File: src/rtl/ncl_pkg.sv
// Shared dual-rail NCL definitions: rail codes as {t,f}, receiver states, defaults.
// Used by the clocked receiver and by the NCL-side transmitter.
package ncl_pkg;

  localparam logic [1:0] NCL_NULL    = 2'b00;
  localparam logic [1:0] NCL_DATA0   = 2'b01;
  localparam logic [1:0] NCL_DATA1   = 2'b10;
  localparam logic [1:0] NCL_ILLEGAL = 2'b11;

  localparam int DEFAULT_SYNC_STAGES = 2;

  typedef enum logic [1:0] {
    WAIT_DATA = 2'd0,
    HOLD      = 2'd1,
    WAIT_NULL = 2'd2
  } rx_state_t;

endpackage

File: src/rtl/ncl_completion_detect.sv
// Combinational completion detection over a dual-rail bus: complete/empty/illegal plus decoded word.
// Zero latency; no flow control of its own.
module ncl_completion_detect
  import ncl_pkg::*;
#(
  parameter int WIDTH = 8
) (
  input  logic [WIDTH-1:0] in_t,
  input  logic [WIDTH-1:0] in_f,
  output logic             complete,
  output logic             empty,
  output logic             illegal,
  output logic [WIDTH-1:0] word
);

  always_comb begin
    complete = 1'b1;
    empty    = 1'b1;
    illegal  = 1'b0;
    for (int i = 0; i < WIDTH; i++) begin
      case ({in_t[i], in_f[i]})
        NCL_NULL:             complete = 1'b0;
        NCL_DATA0, NCL_DATA1: empty    = 1'b0;
        default: begin
          complete = 1'b0;
          empty    = 1'b0;
          illegal  = 1'b1;
        end
      endcase
    end
  end

  // DATA1 means the true rail is high, so the true rails are the binary word.
  assign word = in_t;

endmodule

File: src/rtl/ncl_dr_receiver.sv
// Dual-rail NCL receiver: sync, capture stable DATA wavefront to valid/ready, return ko; SYNC_STAGES+2 cycles to out_valid.
// Holds the word and keeps ko=1 while out_ready is low; sender is stalled by ko until the word is taken.
module ncl_dr_receiver
  import ncl_pkg::*;
#(
  parameter int WIDTH       = 8,
  parameter int SYNC_STAGES = DEFAULT_SYNC_STAGES,
  parameter int TIMEOUT     = 255
) (
  input  logic             clk,
  input  logic             rst,
  input  logic [WIDTH-1:0] in_t,
  input  logic [WIDTH-1:0] in_f,
  output logic             ko,
  output logic [WIDTH-1:0] out_data,
  output logic             out_valid,
  input  logic             out_ready,
  output logic             err_illegal,
  output logic             err_timeout
);

  localparam int TW = (TIMEOUT > 0) ? $clog2(TIMEOUT + 1) : 1;
  localparam logic [TW-1:0] TMAX = TW'(TIMEOUT);

  logic [WIDTH-1:0] sync_t [SYNC_STAGES];
  logic [WIDTH-1:0] sync_f [SYNC_STAGES];
  logic [WIDTH-1:0] st, sf, word, prev_word;
  logic             complete, empty, illegal;
  logic             prev_complete, prev_empty;
  logic             stable, capture, accept, timer_run, timer_inc;
  logic [TW-1:0]    timer;
  rx_state_t        state, state_nxt;

  always_ff @(posedge clk) begin
    if (rst) begin
      for (int i = 0; i < SYNC_STAGES; i++) begin
        sync_t[i] <= '0;
        sync_f[i] <= '0;
      end
    end else begin
      sync_t[0] <= in_t;
      sync_f[0] <= in_f;
      for (int i = 1; i < SYNC_STAGES; i++) begin
        sync_t[i] <= sync_t[i-1];
        sync_f[i] <= sync_f[i-1];
      end
    end
  end

  assign st = sync_t[SYNC_STAGES-1];
  assign sf = sync_f[SYNC_STAGES-1];

  ncl_completion_detect #(.WIDTH(WIDTH)) u_cd (
    .in_t     (st),
    .in_f     (sf),
    .complete (complete),
    .empty    (empty),
    .illegal  (illegal),
    .word     (word)
  );

  // Two identical complete samples in a row filter inter-rail skew at the sync boundary.
  assign stable = complete && prev_complete && (word == prev_word);

  always_comb begin
    state_nxt = state;
    capture   = 1'b0;
    accept    = 1'b0;
    timer_run = 1'b0;
    case (state)
      WAIT_DATA: begin
        timer_run = !empty || (timer != '0);
        if (stable) begin
          capture   = 1'b1;
          state_nxt = HOLD;
        end
      end
      HOLD: begin
        if (out_valid && out_ready) begin
          accept    = 1'b1;
          state_nxt = WAIT_NULL;
        end
      end
      WAIT_NULL: begin
        timer_run = 1'b1;
        if (empty && prev_empty) state_nxt = WAIT_DATA;
      end
      default: state_nxt = WAIT_DATA;
    endcase
  end

  assign timer_inc = timer_run && (state_nxt == state) && (timer != TMAX);

  always_ff @(posedge clk) begin
    if (rst) begin
      state         <= WAIT_DATA;
      ko            <= 1'b1;
      out_valid     <= 1'b0;
      out_data      <= '0;
      err_illegal   <= 1'b0;
      err_timeout   <= 1'b0;
      prev_complete <= 1'b0;
      prev_empty    <= 1'b0;
      prev_word     <= '0;
      timer         <= '0;
    end else begin
      state         <= state_nxt;
      ko            <= (state_nxt != WAIT_NULL);
      prev_complete <= complete;
      prev_empty    <= empty;
      prev_word     <= word;
      if (capture) begin
        out_data  <= word;
        out_valid <= 1'b1;
      end else if (accept) begin
        out_valid <= 1'b0;
      end
      if (illegal && state != HOLD) err_illegal <= 1'b1;
      if (state_nxt != state) begin
        timer <= '0;
      end else if (timer_inc) begin
        timer <= timer + 1'b1;
        if (TIMEOUT > 0 && (timer + 1'b1) == TMAX) err_timeout <= 1'b1;
      end
    end
  end

endmodule
File: config.mk
export PLATFORM = sky130hd
export DESIGN_NAME = ncl_dr_receiver
export DESIGN_NICKNAME = d
export VERILOG_FILES = /design/src/rtl/ncl_pkg.sv /design/src/rtl/ncl_completion_detect.sv /design/src/rtl/ncl_dr_receiver.sv
export SDC_FILE = /design/constraint.sdc
export NUM_CORES = 1
export LEC_CHECK = 0
export CELL_PAD_IN_SITES_DETAIL_PLACEMENT = 0
export CELL_PAD_IN_SITES_GLOBAL_PLACEMENT = 1
export CORE_MARGIN = 2
export CORE_UTILIZATION = 45
export CTS_CLUSTER_DIAMETER = 80
export DETAILED_ROUTE_END_ITERATION = 8
export GPL_TIMING_DRIVEN = 0
export PLACE_DENSITY_LB_ADDON = 0.15
export SLEW_MARGIN = 20
export SYNTH_ARGS = -nofsm -noshare
export SYNTH_HDL_FRONTEND = slang
export SYNTH_SLANG_ARGS = --single-unit
File: constraint.sdc
create_clock -name clk -period 3.6 [get_ports clk]
set_input_delay 0.36 -clock clk [delete_from_list [all_inputs] [get_ports clk]]
set_output_delay 0.36 -clock clk [all_outputs]
set_load 0.02 [all_outputs]
Word level (Yosys, flattened, before mapping)

Memories as Yosys holds them, arrays and structs flattened.
Index checks and enable logic that the tools add are counted.

Memory bits (writable): 32
Output and inout port bits: 12
Bits in registers: 32
Memories: 2

Bitwise logic cells: 5
Reduce and logical (&&, ||, !) cells: 38
Multiplexer cells: 42
Add/sub/neg operators: 1
Equality and inequality tests: 25

Memory list:

| name   | depth | width | read ports | clocked after Yosys merged registers in | wr ports | line                  | source |
|---|---|---|---|---|---|---|---|
| sync_f | 2     | 8     | 2          | 0                                       | 2        | ncl_dr_receiver.sv:26 | `logic [WIDTH-1:0] sync_f [SYNC_STAGES];` |
| sync_t | 2     | 8     | 2          | 0                                       | 2        | ncl_dr_receiver.sv:25 | `logic [WIDTH-1:0] sync_t [SYNC_STAGES];` |

Operator list:

| kind                                           | count |
|---|---|
| 2-to-1 mux 1 bit                               | 33 |
| 2-to-1 mux 8 bit                               | 4 |
| OR reduction 3 bit                             | 8 |
| == test 2 x 1 -> 1 bit (second input constant) | 9 |
| == test 2 bit (second input constant)          | 9 |
| zero test 2 bit                                | 9 |
| OR reduction 2 bit                             | 9 |
| adder 8 x 1 -> 8 bit (second input constant)   | 1 |
| == test 8 bit                                  | 1 |
| == test 8 bit (second input constant)          | 1 |
| != test 8 bit (second input constant)          | 1 |
| nonzero test 8 bit                             | 1 |
| logical AND 1 bit                              | 7 |
| 2-to-1 mux 2 bit                               | 3 |
| case mux 2 bit (3 select lines)                | 1 |
| bitwise OR 1 bit                               | 4 |
| AND reduction 3 bit                            | 1 |
| == test 2 bit                                  | 1 |
| != test 2 x 1 -> 1 bit (second input constant) | 1 |
| != test 2 bit                                  | 1 |
| != test 2 bit (second input constant)          | 1 |
| case mux 1 bit (2 select lines)                | 1 |
| nonzero test 2 bit                             | 1 |
| zero test 1 bit                                | 1 |
| other kinds (2)                                | 2 |

Longest topological paths before layout

Depth after elaboration: 18
Depth in mapped cells: 9

By module

Synthesis repeated with hierarchy kept, for this count alone.

Cell total of the unflattened synthesis: 284
Area total of the unflattened synthesis: 2735.1 sq um

By module, submodules not included:

| module                | cells each | area each (sq um) | instances |
|---|---|---|---|
| ncl_dr_receiver       | 235        | 2366.0            | 1 |
| ncl_completion_detect | 49         | 369.1             | 1 |

Worst setup path after synthesis

OpenSTA, ideal clock, no wires.

Path kind: register -> register
Start point: register timer[0]
End point: register timer[1]
Period minus slack after synthesis: 1.993 ns
Setup time: 0.119 ns
Setup slack: 1.607 ns
Required time: 3.481 ns
Buffers on the path: 1
Arrival time: 1.875 ns
Cell stages (with the launch flop): 9
Cell sequence: dfxtp_1 > inv_1 > ha_1 > or4b_1 > o41ai_2 > a41o_2 > buf_6 > nor3_2 > o221a_2

Cells in the longest elaborated chain, start to end: 5
Elaborated cells between the ends (all ways): 7

RTL lines:

| item                                                         | line                   | source |
|---|---|---|
| start, declared                                              | ncl_dr_receiver.sv:31  | `logic [TW-1:0] timer;` |
| start signal, assigned                                       | ncl_dr_receiver.sv:122 | `timer <= timer + 1'b1;` |
| branches (longest 5 deep; another with adder 8 x 1 -> 8 bit) | --                     |  |

Parallel ways; which one is timed is not known.
A chain may end at the register's enable or synchronous reset.

==> flow_summary_export.csv <==
group,metric,value,unit
synth,ys_types,40,
sta,slew_headroom,0.6144,
die,initial_utilization,0.4664,
layout,drive_gt1_frac,0.09646,
critical_path,end_kind,"flop",
status,status,"complete, no violations",
cts,cts.sinks,64,
critical_path,start_kind,"flop",
sta,rsz0062_at_grt,"false",
routing,drt_wl_total,4527,um
routing,ant_nets,0,
critical_path,cp_data_required_time,3.86,ns
synth,synth_flop_cell,"dfxtp_1",
routing,routed.top_layer,"met4",
layout,syn_to_final_growth,22.23,%
synth,synthArstFlopShare,0,
global_routing,track_usage,0.1653,
sta,worst_pin_slew,0.5784,ns
layout,design.final.nets,346,
routing,vias,1841,
cts,cts_tree,"done",
cts,hold_buffers,0,
die,die_w,79.78,um
synth,yosysMostFrequentCell,"dfxtp_1",
pwr,p_leak,1.254,nW
routing,wl_met1,2213,um
sta,finalMaxSlewViolations,0,
pwr,powerDensity,463.4,nW/um2
cts,clk_pin_slew,0.07,ns
place,dp_hpwl,3365,um
synth,syn_nets,306,
cts,cts_buffers,9,
pwr,total_power,1.464,mW
global_routing,antenna_found_initial,0,
routing,drtIter0Drc,82,
synth,synth_area,2584,um2
die,die_y,79.78,um
synth,synth_area_leaders,"dfxtp_1 (50%), ha_1 (9.2%), nor2b_1 (7.7%)",
cts,root_buffer,"clkbuf_8",
global_routing,grt_pass1_wl,7817,um
die,core_area,5540,um2
sta,fin_crit_sh,0.6247,
synth,seq_area_frac_synth,0.4959,
cts,clk_latency,0.33,ns
sta,finalCriticalPeriod,2.249,ns
critical_path,critPathKind,"flop to flop",
critical_path,crit_fanout,10,
cts,postCtsSetupRepairBufs,0,
routing,post-route-drc-count,0,
synth,yosys_register_bits,64,
sta,setup_violations,0,
sta,max_freq,0.4447,GHz
cts,h-tree-depth,3,
critical_path,arrival,2.51,ns
sta,clock_skew,0.006650,ns
global_routing,grt_max_degree,11,
synth,avgSynthCellArea,9.641,um2
place,gp_congestion,0.8352,
die,pin_count,31,
global_routing,overflow,0,
sta,hold_viol_final,0,
cts,clk_path_buf_depth,2,
pwr,ir_worst_vdd,217.7,uV
synth,yosysTopAreaCellShare,0.4959,
synth,yosysTopAreaCell,"dfxtp_1",
synth,ys_warn_count,0,
layout,diodes,0,
synth,synthTopCellsByCount,"dfxtp_1 (64), nor2b_1 (32), nand2_1 (24)",
routing,wl_met3,197,um
place,portBuffers,29,
routing,wire_per_inst,11.82,um
routing,first_pass_iters,6,
global_routing,grt_pass1_vias,1714,
synth,synth_edf_count,0,
sta,fin_tns_setup,0,ns
die,rows,27,
job,cap_violations,0,
cts,ctsResizeCount,0,
worst_hold_path,hold_class,"flop to flop",
die,die_area,6364,um2
routing,avgViaCountPerCell,4.807,
synth,synth_cells,268,
layout,fillers,523,
routing,dr_wl_met2,2019,um
[cell usage in the layout (no fill, tap or decap), types with 2 or more instances in the layout]
cell type / synthesis / final
nor2_1: 17 / 17
buf_1: 2 / 2
a21oi_1: 18 / 18
nor4_1: 6 / 6
nor2b_1: 32 / 32
ha_1: 19 / 19
xor2_1: 8 / 8
buf_6: 2 / 2
clkdlybuf4s50_1: 0 / 29
nand3_1: 5 / 5
nand2_1: 24 / 24
or4_1: 6 / 6
nand4_1: 5 / 5
nor3_1: 5 / 5
dfxtp_1: 64 / 64
clkbuf_1: 5 / 5
or4b_2: 2 / 2
mux2i_1: 3 / 3
clkbuf_8: 0 / 11
inv_1: 23 / 23
[state kept, by name, summed over array words and instances (netlist names)]
register	count
err_illegal	1
err_timeout	1
ko	1
out_data	8
out_valid	1
prev_complete	1
prev_empty	1
prev_word	8
state	2
sync_f	16
sync_t	16
timer	8
[critical path, stage by stage, from the launching register on]
cell     delay (ns)
dfxtp_1        0.43
inv_1          0.08
ha_1           0.28
nand4_1        0.16
nor4_2         0.33
and3_1         0.29
buf_6          0.16
buf_2          0.21
o41ai_1        0.11
a21oi_1        0.14
[cell families after synthesis]
group,Yosys count,share of synthesized area
simple gates,112,0.2407
flops,64,0.4959
buf+inv,34,0.05714
compound gates,27,0.07216
fa+ha+maj,19,0.09201
xor+xnor,9,0.03051
mux,3,0.01162
[report_power, final]
group	total, mW	switching [mW]	internal, mW
logic	0.106	0.0497	0.0565
clock network	0.604	0.255	0.348
registers	0.754	0.0193	0.734
total	1.46	0.324	1.14
[through the flow]
step	hold slack (ns)	cell area [um2]	instances	utilization	setup slack, ns
after floorplan	0.4138	2584	268	-	1.607
final	0.4317	3158	383	0.5700	1.351
after global routing	0.4430	3158	383	0.5700	1.134
after global placement	0.4219	2964	369	0.5350	1.365
after detailed placement	0.4226	2964	369	0.5350	1.362
after CTS	0.4359	3158	383	0.5700	1.335
[final timing paths]
kind,startpoint,to,slack (ns),cells past startpoint
max reg2reg,sync_t[0][9]$_SDFF_PP0_,timer[7]$_SDFFE_PP0P_,1.35,9
min reg2reg,sync_f[0][4]$_SDFF_PP0_,sync_f[0][12]$_SDFF_PP0_,0.43,1
max,sync_t[0][9]$_SDFF_PP0_,timer[7]$_SDFFE_PP0P_,1.35,9
min,sync_f[0][4]$_SDFF_PP0_,sync_f[0][12]$_SDFF_PP0_,0.43,1
[per-layer routing]
layer | global-route usage | up-vias
met4 | 0.08136 | 0
li1 | - | 966
met2 | 0.2571 | 36
met1 | 0.2073 | 830
met5 | 0 | -
met3 | 0.05204 | 9
[area by class of cell]
class | instances | area [um2] | area share
Buffer | 11 | 61.31 | 0.01941
Clock inverter | 3 | 42.54 | 0.01347
Clock buffer | 11 | 151.4 | 0.04794
Multi-Input combinational cell | 170 | 1155 | 0.3657
Tap cell | 72 | 90.09 | 0.02853
Sequential cell | 64 | 1281 | 0.4057
Inverter | 23 | 86.33 | 0.02734
Timing Repair Buffer | 29 | 290.3 | 0.09192
No activity file was read; power rests on OpenSTA's default activity.
